**src/rtl/vc_tx_scheduler_if.sv**
```systemverilog
// Link between the per-VC transmit queues and the router input port:
// queue fronts, pop strobes, credit returns and the registered flit output.
interface vc_tx_scheduler_if #(
  parameter int N_VIRT_CHN = 3,
  parameter int FLIT_WIDTH = 34,
  parameter int VC_WIDTH   = $clog2(N_VIRT_CHN)
);
  logic [N_VIRT_CHN-1:0]            vc_valid;
  logic [N_VIRT_CHN*FLIT_WIDTH-1:0] vc_flit;
  logic [N_VIRT_CHN-1:0]            vc_ready;
  logic [N_VIRT_CHN-1:0]            credit_in;
  logic                             out_valid;
  logic [FLIT_WIDTH-1:0]            out_flit;
  logic [VC_WIDTH-1:0]              out_vc_id;

  // master: queue/router side that feeds the scheduler
  modport master (
    output vc_valid, vc_flit, credit_in,
    input  vc_ready, out_valid, out_flit, out_vc_id
  );

  modport slave (
    input  vc_valid, vc_flit, credit_in,
    output vc_ready, out_valid, out_flit, out_vc_id
  );
endinterface

```
**src/rtl/vc_tx_scheduler.sv**
```systemverilog
// Virtual-channel transmit scheduler: packet-locked round-robin grant of VC
// queue fronts onto one router link, gated by per-VC downstream credits.
module vc_tx_scheduler #(
  parameter int N_VIRT_CHN    = 3,
  parameter int FLIT_WIDTH    = 34,
  parameter int FLIT_TP_WIDTH = 2,
  parameter int CREDITS       = 4,
  parameter int VC_WIDTH      = $clog2(N_VIRT_CHN)
) (
  input  logic               clk,
  input  logic               arst,
  vc_tx_scheduler_if.slave   bus,
  output logic               lock_o,
  output logic               err_o
);

  localparam int CW = $clog2(CREDITS + 1);
  localparam logic [FLIT_TP_WIDTH-1:0] TP_HEAD = FLIT_TP_WIDTH'(0);
  localparam logic [FLIT_TP_WIDTH-1:0] TP_TAIL = FLIT_TP_WIDTH'(2);
  localparam logic [FLIT_TP_WIDTH-1:0] TP_HT   = FLIT_TP_WIDTH'(3);

  typedef enum logic {IDLE, LOCKED} state_t;

  state_t                   state, state_nxt;
  logic [VC_WIDTH-1:0]      rr_ptr, lock_vc;
  logic [CW-1:0]            cnt [N_VIRT_CHN];

  logic [FLIT_TP_WIDTH-1:0] ftype [N_VIRT_CHN];
  logic [N_VIRT_CHN-1:0]    elig, is_head, cnt_full, ready, send;
  logic                     grant_hit, idle_err, lock_err, cred_err, xfer, rr_load;
  logic [VC_WIDTH-1:0]      grant_vc, sel_vc;
  logic [VC_WIDTH:0]        scan;
  logic [FLIT_TP_WIDTH-1:0] sel_type;
  logic [FLIT_WIDTH-1:0]    sel_flit;

  function automatic logic [VC_WIDTH-1:0] next_vc(input logic [VC_WIDTH-1:0] v);
    return (v == VC_WIDTH'(N_VIRT_CHN - 1)) ? '0 : v + VC_WIDTH'(1);
  endfunction

  // Eligibility uses the registered count, so a credit returned this cycle
  // only takes effect next cycle.
  always_comb begin
    for (int i = 0; i < N_VIRT_CHN; i++) begin
      ftype[i]    = bus.vc_flit[i*FLIT_WIDTH + FLIT_WIDTH - 1 -: FLIT_TP_WIDTH];
      is_head[i]  = (ftype[i] == TP_HEAD) || (ftype[i] == TP_HT);
      elig[i]     = bus.vc_valid[i] && (cnt[i] != '0);
      cnt_full[i] = (cnt[i] == CW'(CREDITS));
    end
  end

  // Round-robin scan from rr_ptr; eligible non-head fronts are skipped.
  always_comb begin
    // NOTE: every signal gets a default before the loop so no path leaves it
    // unassigned, which would otherwise infer a latch.
    grant_hit = 1'b0;
    grant_vc  = '0;
    idle_err  = 1'b0;
    scan      = '0;
    for (int k = 0; k < N_VIRT_CHN; k++) begin
      scan = {1'b0, rr_ptr} + (VC_WIDTH+1)'(k);
      if (scan >= (VC_WIDTH+1)'(N_VIRT_CHN)) scan = scan - (VC_WIDTH+1)'(N_VIRT_CHN);
      if (elig[scan[VC_WIDTH-1:0]]) begin
        if (!is_head[scan[VC_WIDTH-1:0]]) begin
          idle_err = 1'b1;
        end else if (!grant_hit) begin
          grant_hit = 1'b1;
          grant_vc  = scan[VC_WIDTH-1:0];
        end
      end
    end
  end

  // State register
  always_ff @(posedge clk or posedge arst) begin
    if (arst) state <= IDLE;
    else      state <= state_nxt;
  end

  // Next-state logic
  always_comb begin
    state_nxt = state;
    case (state)
      IDLE:    if (xfer && sel_type == TP_HEAD) state_nxt = LOCKED;
      LOCKED:  if (xfer && sel_type == TP_TAIL) state_nxt = IDLE;
      default: state_nxt = IDLE;
    endcase
  end

  // Output logic: pop strobes, selected VC and error sources
  always_comb begin
    ready    = '0;
    sel_vc   = lock_vc;
    lock_err = 1'b0;
    lock_o   = (state == LOCKED);
    case (state)
      IDLE: begin
        if (grant_hit) begin
          ready[grant_vc] = 1'b1;
          sel_vc          = grant_vc;
        end
      end
      LOCKED: begin
        // A new head while locked means the upstream lost a tail.
        if (bus.vc_valid[lock_vc] && is_head[lock_vc]) lock_err = 1'b1;
        else                                          ready[lock_vc] = elig[lock_vc];
      end
      default: ;
    endcase
    if (arst) ready = '0;
  end

  assign bus.vc_ready = ready;
  assign send         = bus.vc_valid & ready;
  assign xfer         = |send;
  assign sel_type     = ftype[sel_vc];
  assign sel_flit     = bus.vc_flit[sel_vc*FLIT_WIDTH +: FLIT_WIDTH];
  assign cred_err     = |(bus.credit_in & ~send & cnt_full);
  assign rr_load      = xfer && (((state == IDLE) && (sel_type == TP_HT)) ||
                                 ((state == LOCKED) && (sel_type == TP_TAIL)));

  always_ff @(posedge clk or posedge arst) begin
    if (arst) begin
      rr_ptr    <= '0;
      lock_vc   <= '0;
      out_reset();
      err_o     <= 1'b0;
      // NOTE: the credit array is a handful of flops, not a RAM, so it takes
      // the async reset like any other state.
      for (int i = 0; i < N_VIRT_CHN; i++) cnt[i] <= CW'(CREDITS);
    end else begin
      // NOTE: non-blocking assignments here so every register samples the
      // pre-edge values computed by the combinational logic.
      if (rr_load) rr_ptr <= next_vc(sel_vc);
      if (state == IDLE && state_nxt == LOCKED) lock_vc <= sel_vc;

      bus.out_valid <= xfer;
      if (xfer) begin
        bus.out_flit  <= sel_flit;
        bus.out_vc_id <= sel_vc;
      end

      err_o <= err_o | ((state == IDLE) && idle_err) | lock_err | cred_err;

      for (int i = 0; i < N_VIRT_CHN; i++) begin
        case ({send[i], bus.credit_in[i]})
          2'b10:   cnt[i] <= cnt[i] - CW'(1);
          2'b01:   if (!cnt_full[i]) cnt[i] <= cnt[i] + CW'(1);
          default: ;
        endcase
      end
    end
  end

  task automatic out_reset();
    bus.out_valid <= 1'b0;
    bus.out_flit  <= '0;
    bus.out_vc_id <= '0;
  endtask

endmodule

```
**src/flat_wrapper.sv**
```systemverilog
// flat-port wrapper written by rule: the top's interface ports become plain ports
module vc_tx_scheduler_flat 
#(
  parameter int N_VIRT_CHN    = 3,
  parameter int FLIT_WIDTH    = 34,
  parameter int FLIT_TP_WIDTH = 2,
  parameter int CREDITS       = 4,
  parameter int VC_WIDTH      = $clog2(N_VIRT_CHN)
)
  (clk, arst, lock_o, err_o, bus_vc_valid, bus_vc_flit, bus_credit_in, bus_vc_ready, bus_out_valid, bus_out_flit, bus_out_vc_id);
  vc_tx_scheduler_if #(.N_VIRT_CHN(N_VIRT_CHN), .FLIT_WIDTH(FLIT_WIDTH), .VC_WIDTH(VC_WIDTH)) bus_i ();
  input  logic clk;
  input  logic arst;
  output logic lock_o;
  output logic err_o;
  input wire logic [$bits(bus_i.vc_valid)-1:0] bus_vc_valid;
  input wire logic [$bits(bus_i.vc_flit)-1:0] bus_vc_flit;
  input wire logic [$bits(bus_i.credit_in)-1:0] bus_credit_in;
  output wire logic [$bits(bus_i.vc_ready)-1:0] bus_vc_ready;
  output wire logic [$bits(bus_i.out_valid)-1:0] bus_out_valid;
  output wire logic [$bits(bus_i.out_flit)-1:0] bus_out_flit;
  output wire logic [$bits(bus_i.out_vc_id)-1:0] bus_out_vc_id;
  assign bus_i.vc_valid = bus_vc_valid;
  assign bus_i.vc_flit = bus_vc_flit;
  assign bus_i.credit_in = bus_credit_in;
  assign bus_vc_ready = bus_i.vc_ready;
  assign bus_out_valid = bus_i.out_valid;
  assign bus_out_flit = bus_i.out_flit;
  assign bus_out_vc_id = bus_i.out_vc_id;
  vc_tx_scheduler #(.N_VIRT_CHN(N_VIRT_CHN), .FLIT_WIDTH(FLIT_WIDTH), .FLIT_TP_WIDTH(FLIT_TP_WIDTH), .CREDITS(CREDITS), .VC_WIDTH(VC_WIDTH)) u_core (.clk(clk), .arst(arst), .bus(bus_i), .lock_o(lock_o), .err_o(err_o));
endmodule
```
**config.mk**
```make
export PLATFORM = sky130hd
export DESIGN_NAME = vc_tx_scheduler_flat
export DESIGN_NICKNAME = d
export VERILOG_FILES = /design/src/rtl/vc_tx_scheduler_if.sv /design/src/rtl/vc_tx_scheduler.sv /design/src/flat_wrapper.sv
export SDC_FILE = /design/constraint.sdc
export NUM_CORES = 1
export LEC_CHECK = 0
export CORE_ASPECT_RATIO = 0.8
export CORE_MARGIN = 4
export CORE_UTILIZATION = 47
export DETAILED_ROUTE_END_ITERATION = 10
export GPL_TIMING_DRIVEN = 0
export PLACE_DENSITY = 0.89
export RECOVER_POWER = 100
export SYNTH_ARGS = -nofsm -noshare
export SYNTH_HDL_FRONTEND = slang
export SYNTH_SLANG_ARGS = --single-unit
```
**constraint.sdc**
```tcl
create_clock -name clk -period 9 [get_ports clk]
set_clock_uncertainty 0.15 [all_clocks]
set_input_delay 1.8 -clock clk [delete_from_list [all_inputs] [get_ports clk]]
set_output_delay 1.8 -clock clk [all_outputs]
set_load 0.03 [all_outputs]
```
==> impl_results.md, run 1 <==
- Layout cells sized above 1: 4.38%
- Fin Setup TNS: 0 ps
- RSZ-0062 raised after global routing: no
- CP endpoint kind: primary output
- Worst-path maximum fanout: 9
- Clk buf depth: 2
- Via Count: around 3.7k
- Routed len/inst: 17.0 µm
- Post_cts resized: 0
- # IOs: 152
- RePlAce Congestion: just over 0.9
- Final-report max-slew violation count: 0
- Clock Sinks: between 50 and 60
- Fillers: roughly 580
- Fmax: roughly 140 MHz
- Gr usage total: roughly 25%
- First-pass GRT wire length: roughly 18 mm
- Antenna cells: 0
- Status: complete, no violations
- Power density over cell area: between 400 and 500 mW/mm²
- Vias in the first global route: 3664
- R2r startpoint: u_core.cnt[6]
- Switch Pwr: between 0.001 and 0.0015 W
- Initial DRC Count: 156
- Pin count of the biggest net entering global routing: 31
- CTS Buf Count: 5
- Critical path type: input pin to primary output
- Fin crit share: 80.5%
- Combinational Power Share: roughly 73%
- Switching Fraction: between 50% and 60%
- Core Util, Final: a little under three quarters
- Post-CTS Setup Repair Bufs: 0
- Hold Crit Class: flip-flop to flip-flop
- # nets final: about 690
- CP startpoint: bus_vc_flit[67]
- Yosys warning count: 0
- Worst rel slew slack: a little over a third
- Clock transition at the registers of the reported paths: 100 ps
- Post-DP HPWL: 9.21 mm
- Worst skew pair latency: between 300 and 400 ps
- CTS tree: done
- Share of the synthesized area in the top cell type: approximately 34%
- Avg Vias per Cell: 5.47
- Max cap viols: 0
- Syn Area/Cell: around 8.7 µm²
- Grt ovf: 0
- Hold WS: 339 ps
- Post-CTS Hold Buffers: 0
- Post-synth EDFFs: 0
- Post-synth ARST share: 100%
- Register bit count reported by yosys: 52
- Hold Vio Cnt, Final: 0
- Post-route ant nets: 0
- Antenna violations before repair: 0
- Syn Nets: between 500 and 600
- Worst Tran Pin Value: roughly 980 ps
- Hold Startpoint: u_core.bus.out_vc_id[0]
- Peak supply drop: ~0.00021 V
- Synthesized netlist cell count: just over 400
- Horiz. Die Dim: between 100 and 150 µm
- CP required: 7050 ps
- Cell Area, Synth: between 0.003 and 0.004 mm²
- Final Routed Wirelength: 11.5 mm
- LEAKAGE: between 2 and 2.5 nW
- CORE AREA: ~0.0074 mm²
- Startpoint type of the worst setup path: input pin
- # port buffers: between 150 and 200
- Initial Util: between 40% and 50%
- Pre-Repair DR Iteration Count: 5
- Synthesis-to-finish area growth: 47.5%
- DRC: 0
- Synth area leaders: dfrtp_1 (34%), mux2i_1 (9.8%), a211oi_1 (7.8%)
- Primary FF master, synth: dfrtp_1
- Synth unique cells: 56
- Rows: 28
- Die extent in y: 85.9 µm
- Final setup viols: 0
- Seq/Total Area, Yosys: between 30 and 40%
- Post-synth top area cell: dfrtp_1
- Sequential share of power: 20.7%
- Worst EP arrival: ~5300 ps
- Die ar.: 0.00905 mm²
- Clock Power Share: under 10%
- H-tree levels: 2
- Crit path time final: about 7200 ps
- Clock root buffer: clkbuf_8
- Int Power: a little over 0.001 W
power by group through the flow:
stage / Sequential (W) / Clock [W] / Combinational [W]
2_1_floorplan: 0.000604 / 0 / 0.000964
3_3_place_gp: 0.000443 / 0 / 0.00157
3_5_place_dp: 0.000451 / 0 / 0.00163
4_1_cts: 0.000446 / 0.000137 / 0.00164
5_1_grt: 0.000460 / 0.000150 / 0.00171
6_report: 0.000444 / 0.000136 / 0.00157
cell usage after synthesis (2+ instances only):
cell type and count:
nor3_1 3, a31oi_1 2, o22ai_1 2, o21ai_0 8
a32o_1 2, nor2_1 52, a21o_1 2, buf_2 4
a22o_1 2, o31a_1 2, dfrtp_1 49, nor2b_1 8
mux2_2 6, clkbuf_1 18, a22oi_1 3, inv_1 47
o211ai_1 3, o2bb2ai_1 2, a21oi_1 45, dfstp_2 3
ha_1 2, a211oi_1 37, xor2_1 2, nand3_1 5
mux2i_1 35, a2bb2oi_1 2, and2_1 4, o31ai_1 2
and3_1 3, fa_1 3, mux2_4 2, xnor2_1 5
nand2_1 23
flip-flops by register name, indices dropped and copies added (netlist names):
signal,flops
u_core.bus.out_flit,34
u_core.bus.out_valid,1
u_core.bus.out_vc_id,2
u_core.cnt,9
u_core.err_o,1
u_core.lock_o,1
u_core.lock_vc,2
u_core.rr_ptr,2
critical path, cell delays in order:
cell           delay [ps]
dlygate4sd3_1         570
xnor2_1               590
a22oi_1               220
a22o_1                340
and2_0                200
o221ai_1              180
o2111ai_1             400
inv_1                 240
dlygate4sd3_1         760
through the flow:
step	instances	power (W)	area (µm²)	setup WS [ps]
floorplan	411	0.00157	3560	3460
global placement	667	0.00201	5210	1830
detailed placement	668	0.00208	5230	2140
CTS	676	0.00222	5320	2110
global route	676	0.00232	5260	1440
finish	676	0.00215	5260	1750
kinds of logic after synthesis:
group / Yosys count / share of synthesized area (%)
adder cells (fa/ha/maj): 5 / 2.39
AND/OR/NAND/NOR: 105 / 13.4
multiplexers: 43 / 12.6
flip-flops: 52 / 36.6
AO/OA/AOI/OAI: 128 / 25.1
buffers and inverters: 70 / 7.72
XOR/XNOR: 8 / 2.18
layout by cell type, fill, tap and decap left out, types with 4 or more instances in the layout:
cell / Yosys / layout
nand2_1: 23 / 23
nand3_1: 5 / 5
mux2_2: 6 / 6
dfrtp_1: 49 / 49
xnor2_1: 5 / 5
o21ai_0: 8 / 8
nor2b_1: 8 / 8
dlygate4sd3_1: 0 / 44
clkbuf_1: 18 / 19
clkbuf_8: 0 / 5
inv_1: 47 / 47
a21oi_1: 45 / 45
mux2i_1: 35 / 35
buf_2: 4 / 4
nor2_1: 52 / 52
a211oi_1: 37 / 37
clkdlybuf4s50_1: 0 / 107
layout make-up:
class | instances | area, µm² | area share (%)
plain buffers | 23 | 91.3 | 1.74
well taps | 105 | 131 | 2.50
repair buffers | 152 | 1530 | 29.1
clock inverters | 3 | 18.8 | 0.357
flip-flops and latches | 52 | 1310 | 24.8
multi-input cells | 289 | 1930 | 36.8
inverters | 47 | 176 | 3.36
clock buffers | 5 | 68.8 | 1.31
metal layers:
metal  up-vias  share of wire (%)  global-route usage (%)
li1       1770                  -                       -
met1      1762                 42                    32.3
met2       144                 49                    41.8
met3        23                6.6                    5.57
met4         0                2.7                    8.58
met5         -                  0                       0
path summary, 6_finish.rpt:
check / endpoint / slack [ps] / cells past startpoint
max in group asynchronous: u_core.bus.out_flit[20] / 5940 / 3
max: bus_vc_ready[0] / 1750 / 9
min reg2reg: u_core.bus.out_vc_id[0] / 340 / 1
max reg2reg: u_core.lock_vc[1] / 4760 / 10
min in group asynchronous: u_core.err_o / 2070 / 2
min: u_core.bus.out_vc_id[0] / 340 / 1
Power figures use the tool's default switching activity.
==> run 2: changes to the inputs <==
--- a/config.mk
+++ b/config.mk
@@ -7,10 +7,10 @@
 export LEC_CHECK = 0
 export CORE_ASPECT_RATIO = 0.8
 export CORE_MARGIN = 4
-export CORE_UTILIZATION = 47
+export CORE_UTILIZATION = 39
 export DETAILED_ROUTE_END_ITERATION = 10
 export GPL_TIMING_DRIVEN = 0
-export PLACE_DENSITY = 0.89
+export PLACE_DENSITY = 0.79
 export RECOVER_POWER = 100
 export SYNTH_ARGS = -nofsm -noshare
 export SYNTH_HDL_FRONTEND = slang
==> constraint.sdc (replaced) <==
create_clock -name clk -period 6.5 [get_ports clk]
set_clock_uncertainty 0.15 [all_clocks]
set_input_delay 1.3 -clock clk [delete_from_list [all_inputs] [get_ports clk]]
set_output_delay 1.3 -clock clk [all_outputs]
set_load 0.03 [all_outputs]
==> run 2 against run 1 <==
Net effect:
- the flow now finishes with violations (capacitance limit, slew limit)
- hold slack better by 7.4 ps
- non-clock buffer count unchanged
- flip-flop and latch count unchanged
- highest routed layer unchanged
- critical endpoint unchanged
- final cell count up 1.0%
- largest cell class unchanged
- worst setup slack worse by 1400 ps
- sequential share of layout area down 0.41 points
- critical path depth unchanged
==> impl_results.md, run 2 (synthesis gave the netlist of run 1 again) <==
- Post-CTS Setup Repair Bufs: 0
- Int Power: ~0.0015 W
- Worst rel slew slack: -27.3%
- CTS tree: done
- Biggest register: u_core.bus.out_flit
- Worst-path maximum fanout: 9
- Power density over cell area: ~580 mW/mm²
- RePlAce Congestion: slightly below 0.9
- CORE AREA: just under 0.009 mm²
- Clock transition at the registers of the reported paths: 70 ps
- Max reg flops: 34
- Worst EP arrival: between 4000 and 5000 ps
- Worst skew pair latency: ~290 ps
- CP endpoint kind: primary output
- Fin crit share: 94.0%
- Avg Vias per Cell: roughly 5.4
- H-tree levels: 2
- Final-report max-slew violation count: 35
- Commonest non-fill, non-tap cell in the layout: clkdlybuf4s50_1
- Crit path time final: 6110 ps
- Most frequent cell on the critical path: dlygate4sd3_1
- Post_cts resized: 0
- Slowest cell delay on critical path: about 760 ps
- # IOs: between 150 and 200
- Status: finished with violations
- Initial DRC Count: around 170
- Fin worst setup slack: about 390 ps
- # port buffers: between 150 and 200
- Clock Sinks: 52
- Horiz. Die Dim: roughly 110 µm
- Clk buf depth: 2
- Die extent in y: 93.5 µm
- Layout cells sized above 1: between 3 and 4%
- Failing checks: capacitance limit, slew limit
- Pin count of the biggest net entering global routing: 35
- CP required: approximately 5100 ps
- Clock root buffer: clkbuf_16
- Post-CTS Hold Buffers: 0
- RSZ-0062 raised after global routing: no
- Post-DP HPWL: 9.22 mm
- Fillers: approximately 760
- Worst Tran Pin Value: 1910 ps
- Post-route ant nets: 0
- Vias in the first global route: approximately 3.6k
- Startpoint type of the worst setup path: input pin
- Switch Pwr: between 0.0015 and 0.002 W
- Synthesis-to-finish area growth: 50.0%
- Initial Util: about two fifths
- Place WS: 612 ps
- DRC: 0
- Hold Vio Cnt, Final: 0
- Grt ovf: 0
- CTS Buf Count: 5
- Gr usage total: 21.0%
- Placed instance count: roughly 680
- # nets final: around 690
- CP Cell Sequence: dlygate4sd3_1 -> xnor2_1 -> a22oi_1 -> a22o_1 -> and2_0 -> o221ai_1 -> o2111ai_4 -> inv_1 -> dlygate4sd3_1
- Fmax: between 150 and 200 MHz
- Non-filler cells, final: approximately 680
- Combinational Power Share: 70.0%
- First-pass GRT wire length: roughly 18 mm
- Pre-Repair DR Iteration Count: 4
- Critical path type: input pin to primary output
- Fin Setup TNS: 0 ps
- Final setup viols: 0
- Routed len/inst: 16.8 µm
- Critical-path top delay cell: dlygate4sd3_1
- Max cap viols: 1
- Die ar.: 0.0107 mm²
- Antenna cells: 0
- Power Total: slightly above 0.003 W
- Sequential share of power: 20.0%
- Clock Power Share: 10.0%
- Hold WS: between 300 and 400 ps
- Antenna violations before repair: 0
- Hold Crit Class: flip-flop to flip-flop
- Peak supply drop: between 0.0002 and 0.0003 V
- Final Routed Wirelength: ~11 mm
- LEAKAGE: about 2.3 nW
- Most frequent cells in the layout: clkdlybuf4s50_1 (107), nor2_1 (52), dfrtp_1 (49)
- Regs by FF count: u_core.bus.out_flit: 34 flops, u_core.cnt: 9 flops
- Via Count: 3668
- Rows: 30
- Switching Fraction: around 50%
[run 2: through the flow]
step / util, % / area, µm²
floorplan: - / 3560
global placement: 59.9 / 5220
detailed placement: 60.1 / 5240
CTS: 62.1 / 5400
global route: 61.4 / 5350
finish: 61.4 / 5350
[run 2: final timing paths]
check / to / cells after the start / slack (ps) / start
setup / recovery: bus_vc_ready[0] / 9 / 390 / bus_vc_flit[67]
hold / removal: u_core.bus.out_vc_id[1] / 2 / 350 / u_core.bus.out_vc_id[1]
setup reg to reg: u_core.bus.out_flit[22] / 13 / 2170 / u_core.rr_ptr[0]
hold reg to reg: u_core.bus.out_vc_id[1] / 2 / 350 / u_core.bus.out_vc_id[1]
max in group asynchronous: u_core.bus.out_flit[27] / 3 / 2440 / arst
min in group asynchronous: u_core.cnt[0] / 2 / 1520 / arst
[run 2: power groups by stage]
stage / logic (W) / registers, W / clock network, W
floorplan: 0.00133 / 0.000837 / 0
global placement: 0.00217 / 0.000616 / 0
detailed placement: 0.00222 / 0.000624 / 0
CTS: 0.00224 / 0.000621 / 0.000312
global route: 0.00237 / 0.000639 / 0.000325
finish: 0.00215 / 0.000616 / 0.000308
[run 2: worst max-delay path: cells and delay by family]
kind / cells / cell delay (ps)
AOI/OAI and AO/OA: 4 / 1060
xor gates and xnor gates: 1 / 590
and+or+nand+nor: 1 / 190
buffers and inverters: 3 / 1520
[run 2: final cells by class]
| type | count | area, µm² | share of cell area (%) |
|---|---|---|---|
| Multi-Input combinational cell | 289 | 1960 | 36.6 |
| Timing Repair Buffer | 152 | 1520 | 28.3 |
| Sequential cell | 52 | 1310 | 24.4 |
| Inverter | 47 | 176 | 3.30 |
| Tap cell | 112 | 140 | 2.62 |
| Clock buffer | 6 | 129 | 2.41 |
| Buffer | 23 | 86.3 | 1.61 |
| Clock inverter | 2 | 38.8 | 0.725 |
[run 2: routing by layer]
layer  wire, µm  GRT usage (%)  vias to the layer above
met4        286           7.62                        0
met1       4650           28.5                     1751
li1           -              -                     1770
met5          0              0                        -
met3        744           4.14                       22
met2       5790           33.2                      125
